==> config.mk <==
export PLATFORM = sky130hd
export DESIGN_NAME = rr_pick8
export DESIGN_NICKNAME = d
export VERILOG_FILES = /design/src/rtl/arb_pkg.sv /design/src/rtl/rr_pick8.sv
export SDC_FILE = /design/constraint.sdc
export NUM_CORES = 1
export LEC_CHECK = 0
export CORE_MARGIN = 1.5
export CORE_UTILIZATION = 45
export DETAILED_ROUTE_END_ITERATION = 10
export PLACE_DENSITY = 0.69
export SLEW_MARGIN = 20
export SYNTH_ARGS = -nofsm -noshare
export SYNTH_HDL_FRONTEND = slang
export SYNTH_SLANG_ARGS = --single-unit
==> constraint.sdc <==
create_clock -name vclk -period 6.9
set_input_delay 1.38 -clock vclk [all_inputs]
set_output_delay 1.38 -clock vclk [all_outputs]
set_load 0.005 [all_outputs]
==> src/rtl/arb_pkg.sv <==
// Shared constants and state encoding for the 8-way round-robin grant encoder.
// Combinational definitions only; no latency or flow control here.
package arb_pkg;

  localparam int NREQ = 8;
  localparam int IDXW = 3;
  localparam int unsigned HOLD_MAX_DEF = 16;

  typedef enum logic {
    ST_IDLE  = 1'b0,
    ST_GRANT = 1'b1
  } state_e;

endpackage

==> src/rtl/rr_pick8.sv <==
// Rotate-priority encoder: first set request after ptr, wrapping so ptr itself is checked last.
// Purely combinational, zero latency, no backpressure.
module rr_pick8
  import arb_pkg::*;
(
  input  logic [NREQ-1:0] req,
  input  logic [IDXW-1:0] ptr,
  output logic [IDXW-1:0] idx,
  output logic            any
);

  // Scan from the farthest offset down so the nearest set bit after ptr wins.
  always_comb begin
    idx = ptr;
    for (int k = NREQ; k >= 1; k--) begin
      if (req[IDXW'(32'(ptr) + k)]) begin
        idx = IDXW'(32'(ptr) + k);
      end
    end
  end

  assign any = |req;

endmodule

==> summary.txt, run 1 <==
Route
  • Vias: 894
  • Drt first pass iters: 4
  • Drt total wl: 2284 um
  • Post-DRT Antenna Nets: 0
  • Vias per cell: 6.478
  • DRC: 0
  • Routed wire length per instance: 16.55 um
  • 1st-iter DRT viols: 12

Setup path
  • Cell mode on critical path: clkdlybuf4s50_1
  • Setup crit end: idx[1]
  • Critical path class: input port to output pin
  • CP Launch Point: ptr[1]
  • Critical path required time: 5520 ps
  • Crit path max-delay family: buffers and inverters
  • Worst setup SP type: input port
  • Worst setup EP type: output pin
  • Critical path's slowest cell: ha_1
  • Crit Path Max Fanout: 14
  • Cell depth of the worst setup path: 10
  • CP arrival: 4450 ps
  • Critical-path cell list: clkdlybuf4s50_1, inv_1, ha_1, mux4_2, mux2i_1, o22ai_1, o211ai_1, a41oi_1, a311oi_1, clkdlybuf4s50_1
  • Buf/Inv on CP: 3
  • Worst path max stage delay: 590 ps

Final layout
  • Finished Cell Area: 1057 um^2
  • Ant diodes: 0
  • Most common cell after layout, fill and taps aside: mux2i_1
  • Filler cells: 197
  • Sequential cells: 0
  • Number of nets in the layout: 126
  • Reg area: 0 um^2
  • Clock buffers: 0
  • Area Overhead vs Synth: 16.87%
  • Share of cells above drive strength 1: 17.12%
  • Most frequent cells in the layout: 17 x mux2i_1, 15 x clkdlybuf4s50_1, 8 x mux2_2, 8 x nand2_1, 7 x mux4_2
  • Multi-input logic area: 843.3 um^2

STA
  • Slew headroom: 48.25%
  • TNS Setup: 0 ps
  • RSZ-0062 raised after global routing: no
  • Fmax: 0.1716 GHz
  • Final Critical Period: 5827 ps
  • Period utilization: 84.45%
  • Final Hold Fails: 0
  • Min Hold Slack: 3991 ps
  • Final setup fails: 0
  • Worst slew pin tran: 773.9 ps
  • Max Slew Vio Count: 0

Job
  • Max-cap viol count: 0

Min path
  • HP Class: input port to output pin

Global routing
  • Largest net degree at the start of global routing: 19
  • Grt met1 use: 32.33%
  • Met2 usage: 37.60%
  • GRT Total Usage: 22.65%
  • M3 GR Usage: 2.264%
  • First-pass GRT wire length: 3788 um
  • Gr busiest metal: met2
  • Number of global-route vias before repair: 810
  • Grt total ovfl: 0
  • Initial antenna violation count: 0

CTS
  • Hold Buf Count CTS: 0
  • Setup Buffers After CTS: 0
  • Post_cts resized: 0

Yosys
  • Synth Cell Area: 904.6 um^2
  • Post-synthesis mux area share: 49.10%
  • Combinational family with the most area after synthesis: multiplexers
  • Distinct cells, synth: 36
  • Cells after Synth: 101
  • Compound-Gate Fraction of Synth Area: 23.51%
  • Synth warnings: 0
  • Adder-Cell Fraction of Synth Area: 2.766%
  • Sequential element share of the synthesized area: 0%
  • Synth Area in Simple Gates: 13.97%
  • XOR/XNOR share of the synthesized area: 3.873%
  • Synthesized area per cell: 8.957 um^2
  • Syn Nets: 114

Floorplanning
  • Initial Util: 47.07%
  • Row count: 16
  • Die width: 47.84 um
  • Die H: 47.84 um
  • Ports: 15
  • Die Area: 2288 um^2
  • Core Area: 1922 um^2

Run status
  • Outcome: finished clean

Power and ir drop
  • VDD IR max: 0.03836 mV
  • PD cells: 91.32 nW/um^2
  • Static Leak: 0.0003905 uW

Placed design
  • Placed cell area: 1057 um^2
  • DPL Wire Length: 1673 um
  • Routability cong.: 0.8569
  • I/O Buffers: 15
cell families after synthesis:
family,after synthesis
muxes,33
and+or+nand+nor,25
adders and majority gates,2
AOI/OAI and AO/OA,26
xor gates and xnor gates,4
buffers and inverters,11
synth_stat cells (3+ instances only):
master,instances,area [um^2]
mux2i_1,17,170.2
mux2_2,8,90.09
nand2_1,8,30.03
mux4_2,7,157.7
nor2_1,6,22.52
o211ai_1,5,37.54
o22ai_1,5,31.28
buf_2,4,20.02
inv_1,4,15.01
xnor2_1,3,26.28
through the flow:
stage          std cells  worst slack (ps)  utilization (%)  power, uW
4_1_cts              138              1070            55.01      96.05
3_3_place_gp         138              1153            55.01      95.06
2_1_floorplan        101              2126                -      67.28
5_1_grt              138             904.7            55.01      104.8
3_5_place_dp         138              1079            55.01      95.94
6_report             138              1073            55.01      96.55
worst min path at each step:
stage / from / to / slack, ps / depth (start not counted)
2_1_floorplan: req[1] / any / 2840 / 2
3_3_place_gp: ptr[0] / idx[0] / 3990 / 4
3_5_place_dp: ptr[0] / idx[0] / 4000 / 4
4_1_cts: ptr[0] / idx[0] / 4000 / 4
5_1_grt: ptr[0] / idx[0] / 4040 / 4
6_report: ptr[0] / idx[0] / 3990 / 4
worst min-delay path: stages:
cell and delay (ps):
clkdlybuf4s50_1 420, buf_4 230, xnor2_1 150, clkdlybuf4s50_1 430
final cells by class:
| cell class | instances | area share [%] |
|---|---|---|
| Tap cell | 27 | 3.195 |
| Timing Repair Buffer | 17 | 15.62 |
| Multi-Input combinational cell | 90 | 79.76 |
| Inverter | 4 | 1.420 |
layer usage:
layer	vias to the layer above	share of wire [%]
met2	25	48
met3	6	5.3
met1	431	45
met5	-	0
met4	0	1.6
li1	432	-
report_power, final:
part / leakage (uW) / internal (uW) / switching [uW] / total (uW)
registers: 0 / 0 / 0 / 0
logic: 0.000390 / 49.9 / 46.7 / 96.6
clock network: 0 / 0 / 0 / 0
Power figures use the tool's default switching activity.
==> run 2: changes to the inputs <==
--- a/config.mk
+++ b/config.mk
@@ -8,7 +8,7 @@
 export CORE_MARGIN = 1.5
 export CORE_UTILIZATION = 45
 export DETAILED_ROUTE_END_ITERATION = 10
-export PLACE_DENSITY = 0.69
+export PLACE_DENSITY = 0.72
 export SLEW_MARGIN = 20
 export SYNTH_ARGS = -nofsm -noshare
 export SYNTH_HDL_FRONTEND = slang
==> constraint.sdc (replaced) <==
create_clock -name vclk -period 4.8
set_input_delay 0.96 -clock vclk [all_inputs]
set_output_delay 0.96 -clock vclk [all_outputs]
set_load 0.005 [all_outputs]
==> run 2 against run 1 <==
- flip-flop and latch count unchanged
- via count grew 6.8%
- critical path type unchanged
- non-clock buffer count grew 14
- total power increased by 64%
- utilization up 7.5 points
- routed wire length up 15%
- highest routed layer is now met3
- count of clock-buffer cells in the layout unchanged
- worst setup slack lost 900 ps
==> summary.txt, run 2 (synthesis gave the netlist of run 1 again) <==
Run status
  • Outcome: finished clean

Placed design
  • DPL Wire Length: 1872 um (+12%)
  • I/O Buffers: 15 (unchanged)
  • Routability cong.: 0.8854 (+3.3%)
  • Dpl ws: 35.38 ps (-1044 ps)
  • DP Cell Count: 146 (+5.8%)

Global routing
  • First-pass GRT wire length: 3829 um (+1.1%)
  • Largest net degree at the start of global routing: 19 (unchanged)
  • Grt total ovfl: 0 (unchanged)
  • GRT Total Usage: 23.19% (+0.54 points)
  • Number of global-route vias before repair: 797 (-1.6%)
  • Initial antenna violation count: 0 (unchanged)

Floorplanning
  • Die width: 47.84 um (unchanged)
  • Initial Util: 47.07% (unchanged)
  • Row count: 16 (unchanged)
  • Core Area: 1922 um^2 (unchanged)
  • Ports: 15 (unchanged)
  • Die Area: 2288 um^2 (unchanged)
  • Die H: 47.84 um (unchanged)

STA
  • Final Hold Fails: 0 (unchanged)
  • Worst slew pin tran: 673.8 ps (-100.1 ps)
  • Slew headroom: 54.94% (+6.7 points)
  • Final Critical Period: 4622 ps
  • Worst setup margin: 177.9 ps (-895.3 ps)
  • Period utilization: 96.29%
  • Min Hold Slack: 3050 ps (-940.8 ps)
  • RSZ-0062 raised after global routing: no
  • Fmax: 0.2164 GHz
  • Max Slew Vio Count: 0 (unchanged)
  • Final setup fails: 0 (unchanged)
  • TNS Setup: 0 ps (unchanged)

Final layout
  • Non-Filler Instances: 152 (+10%)
  • Reg area: 0 um^2 (unchanged)
  • Ant diodes: 0 (unchanged)
  • Share of cells above drive strength 1: 29.60% (+12 points)
  • Sequential cells: 0 (unchanged)
  • Most frequent cells in the layout: 16 x mux2i_1, 15 x buf_4, 14 x clkdlybuf4s50_1
  • Number of nets in the layout: 140 (+11%)
  • Clock buffers: 0 (unchanged)
  • Most common cell after layout, fill and taps aside: mux2i_1
  • Area Overhead vs Synth: 32.78%

Setup path
  • CP arrival: 3660 ps (-790 ps)
  • Worst setup SP type: input port
  • Critical path class: input port to output pin
  • Worst setup EP type: output pin
  • Critical path required time: 3840 ps (-1680 ps)
  • Crit Path Max Fanout: 5 (-9)

Power and ir drop
  • VDD IR max: 0.06163 mV (+61%)
  • Static Leak: 0.0004731 uW (+21%)
  • PD cells: 132.0 nW/um^2 (+45%)

Route
  • Routed wire length per instance: 17.32 um (+4.6%)
  • Drt total wl: 2632 um (+15%)
  • 1st-iter DRT viols: 31 (+19)
  • Vias: 955 (+6.8%)
  • Post-DRT Antenna Nets: 0 (unchanged)
  • DRC: 0 (unchanged)
  • Drt first pass iters: 4 (unchanged)
  • Vias per cell: 6.283 (-3.0%)

Min path
  • HP Class: input port to output pin

Job
  • Max-cap viol count: 0 (unchanged)
## run 2: changes by cell type in the layout (fill, tap and decap cells not counted)
| cell | delta |
|---|---|
| clkdlybuf4s50_1 | -1 |
| xnor2_2 | +1 |
| buf_12 | +1 |
| inv_2 | +1 |
| ha_1 | -1 |
| mux2i_1 | -1 |
| buf_4 | +13 |
| inv_1 | -1 |
| dlymetal6s2s_1 | +1 |
| mux2i_2 | +1 |
| xnor2_1 | -1 |
| ha_4 | +1 |
## run 2: metrics by stage
stage	area (um^2)	power, uW	utilization, %
after floorplan	904.6	96.72	-
after global placement	1130	143.5	58.79
after detailed placement	1130	146.8	58.79
after CTS	1130	147.1	58.79
after global routing	1201	169.7	62.50
final	1201	158.5	62.50
## run 2: worst paths after layout
check                  start     end  slack (ps)  cells after the start
worst max-delay path  ptr[0]  idx[2]         180                     10
worst min-delay path  ptr[1]  idx[1]        3050                      5
## run 2: layout make-up
cell class | instances | area, um^2
multi-input combinational | 90 | 867.1
inverter | 4 | 15.01
timing repair buffer | 31 | 285.3
fill | 176 | 720.7
tap | 27 | 33.78
## run 2: worst max-delay path, stage by stage
cell	delay (ps)
clkdlybuf4s50_1	540
inv_2	90
ha_4	300
mux4_2	370
buf_4	170
a21oi_1	150
a221oi_1	70
o41ai_1	310
a221o_1	210
clkdlybuf4s50_1	490
## run 2: per-layer routing
metal | GRT usage [%] | vias to the layer above | wire, um
met2 | 39.20 | 23 | 1404
met5 | 0 | - | 0
li1 | - | 458 | -
met4 | 1.081 | 0 | 0
met1 | 34.87 | 474 | 1173
met3 | 0.3774 | 0 | 54
## run 2: timing repair
action | 4_1_cts | 5_1_grt
resized for setup | 0 | 5
hold buffers | 0 | 0
endpoints found under the setup margin | 0 | 3
buffers inserted | 0 | 6
## run 2: power by group
part | internal (uW) | switching, uW | leakage (uW)
Combinational | 84.5 | 74.0 | 0.000473
Sequential | 0 | 0 | 0
Clock | 0 | 0 | 0
Total | 84.5 | 74.0 | 0.000473
==> run 3: changes to the inputs <==
--- a/config.mk
+++ b/config.mk
@@ -6,9 +6,9 @@
 export NUM_CORES = 1
 export LEC_CHECK = 0
 export CORE_MARGIN = 1.5
-export CORE_UTILIZATION = 45
+export CORE_UTILIZATION = 50
 export DETAILED_ROUTE_END_ITERATION = 10
-export PLACE_DENSITY = 0.72
+export PLACE_DENSITY = 0.76
 export SLEW_MARGIN = 20
 export SYNTH_ARGS = -nofsm -noshare
 export SYNTH_HDL_FRONTEND = slang
==> constraint.sdc (replaced) <==
create_clock -name vclk -period 5.1
set_input_delay 1.02 -clock vclk [all_inputs]
set_output_delay 1.02 -clock vclk [all_outputs]
set_load 0.005 [all_outputs]
==> run 3 against run 2 <==
- first-iteration DRC count down 6.5%
- via count down 1.6%
- critical path depth unchanged
- final area is 9.1% lower
- routed wire length fell by 12%
- sequential share of layout area did not move
- largest power group unchanged
==> summary.txt, run 3 (synthesis gave the netlist of run 1 again) <==
Run status
  • Outcome: finished clean

Final layout
  • Sequential cells: 0 (unchanged)
  • Number of nets in the layout: 131 (-6.4%)
  • Finished Cell Area: 1092 um^2 (-9.1%)
  • Most common cell after layout, fill and taps aside: mux2i_1
  • Share of cells above drive strength 1: 20.69% (-8.9 points)
  • Ant diodes: 0 (unchanged)
  • Most frequent cells in the layout: 17 x mux2i_1, 15 x clkdlybuf4s50_1, 8 x mux2_2, 8 x nand2_1
  • Area Overhead vs Synth: 20.75%
  • Filler cells: 150 (-15%)
  • Non-Filler Instances: 141 (-7.2%)
  • Clock buffers: 0 (unchanged)
  • Reg area: 0 um^2 (unchanged)

Route
  • Drt first pass iters: 4 (unchanged)
  • Vias per cell: 6.667 (+6.1%)
  • Drt total wl: 2307 um (-12%)
  • DRC: 0 (unchanged)
  • Routed wire length per instance: 16.36 um (-5.5%)
  • 1st-iter DRT viols: 29 (-6.5%)
  • Post-DRT Antenna Nets: 0 (unchanged)
  • Vias: 940 (-1.6%)

STA
  • Final Hold Fails: 0 (unchanged)
  • Worst slew pin tran: 398.6 ps (-275.1 ps)
  • Period utilization: 95.23%
  • Final setup fails: 0 (unchanged)
  • Max Slew Vio Count: 0 (unchanged)
  • Fmax: 0.2059 GHz
  • TNS Setup: 0 ps (unchanged)
  • RSZ-0062 raised after global routing: no
  • Slew headroom: 73.24% (+18 points)
  • Worst setup margin: 243.2 ps (+65.35 ps)
  • Final Critical Period: 4857 ps

Min path
  • Hold EP: idx[0]
  • Hold Crit Depth: 4 (-1)
  • HP Class: input port to output pin
  • Worst min-delay path startpoint: ptr[0]

Setup path
  • Critical path class: input port to output pin
  • Critical-path cell list: clkdlybuf4s50_1, inv_1, ha_1, mux4_2, mux2i_1, o22ai_1, o211ai_1, a41oi_1, a311oi_1, clkdlybuf4s50_1
  • Worst path max stage delay: 540 ps (about the same)
  • Worst setup SP type: input port
  • CP arrival: 3840 ps (+180 ps)
  • Crit Path Max Fanout: 5 (unchanged)
  • Critical path's slowest cell: clkdlybuf4s50_1
  • Worst setup EP type: output pin
  • Cell mode on critical path: clkdlybuf4s50_1
  • Buf/Inv on CP: 3 (-1)
  • Critical path required time: 4080 ps (+240 ps)
  • Crit path max-delay family: buffers and inverters

Power and ir drop
  • Switch Pwr: 64.32 uW (-13%)
  • Clock power frac: 0% (unchanged)
  • Switch share: 47.80% (+1.1 points)
  • Static Leak: 0.0004148 uW (-12%)
  • VDD IR max: 0.06203 mV (+0.64%)
  • Reg power frac: 0% (unchanged)
  • Combinational share of power: 100.0% (about the same)
  • PD cells: 123.2 nW/um^2 (-6.7%)
  • Pint: 70.23 uW (-17%)

Floorplanning
  • Initial Util: 52.97% (+5.9 points)
  • Core Area: 1708 um^2 (-11%)
  • Die H: 45.54 um (-4.8%)
  • Row count: 15 (-1)
  • Die width: 45.54 um (-4.8%)
  • Die Area: 2073 um^2 (-9.4%)
  • Ports: 15 (unchanged)

Global routing
  • Largest net degree at the start of global routing: 19 (unchanged)
  • Initial antenna violation count: 0 (unchanged)
  • Number of global-route vias before repair: 815 (+2.3%)
  • Grt total ovfl: 0 (unchanged)
  • First-pass GRT wire length: 3739 um (-2.4%)
  • GRT Total Usage: 23.82% (+0.63 points)

Placed design
  • Routability cong.: 0.9217 (+4.1%)
  • I/O Buffers: 15 (unchanged)
  • DPL Wire Length: 1825 um (-2.5%)
  • Dpl ws: 260.3 ps (+225.0 ps)
  • DP Cell Count: 141 (-3.4%)
  • Placed cell area: 1092 um^2 (-3.3%)

CTS
  • Setup Buffers After CTS: 0 (unchanged)
  • Post_cts resized: 0 (unchanged)
  • Hold Buf Count CTS: 0 (unchanged)

Job
  • Max-cap viol count: 0 (unchanged)
## run 3: metrics by stage
stage,power [uW],utilization (%),hold slack (ps)
global placement,131.7,63.96,3266
detailed placement,133.5,63.96,3289
finish,134.6,63.96,3280
global route,145.4,63.96,3328
floorplan,91.03,-,2119
CTS,133.6,63.96,3288
## run 3: power by group through the flow
stage / sequential, uW / clock, uW / combinational (uW)
finish: 0 / 0 / 135
global route: 0 / 0 / 145
CTS: 0 / 0 / 134
detailed placement: 0 / 0 / 134
global placement: 0 / 0 / 132
floorplan: 0 / 0 / 91.0
## run 3: worst max path at each step
stage / start / endpoint / slack [ps] / cells past startpoint
after floorplan: ptr[1] / idx[1] / 1050 / 10
after global placement: ptr[0] / idx[1] / 230 / 10
after detailed placement: ptr[0] / idx[1] / 260 / 9
after CTS: ptr[0] / idx[1] / 260 / 9
after global routing: ptr[0] / idx[0] / 60 / 10
final: ptr[0] / idx[1] / 240 / 10
## run 3: per-layer routing
layer	share of wire (%)	vias to the layer above	wire (um)	track usage, %
li1	-	441	-	-
met1	42	440	967	33.82
met2	49	52	1134	40.28
met3	7.2	7	167	0.7937
met4	1.6	0	38	4.118
met5	0	-	0	0
## run 3: layout make-up
cell class / instances / area [um^2] / share of cell area, %
Multi-Input combinational cell: 90 / 843.3 / 77.20
Inverter: 4 / 15.01 / 1.375
Tap cell: 25 / 31.28 / 2.864
Timing Repair Buffer: 22 / 202.7 / 18.56
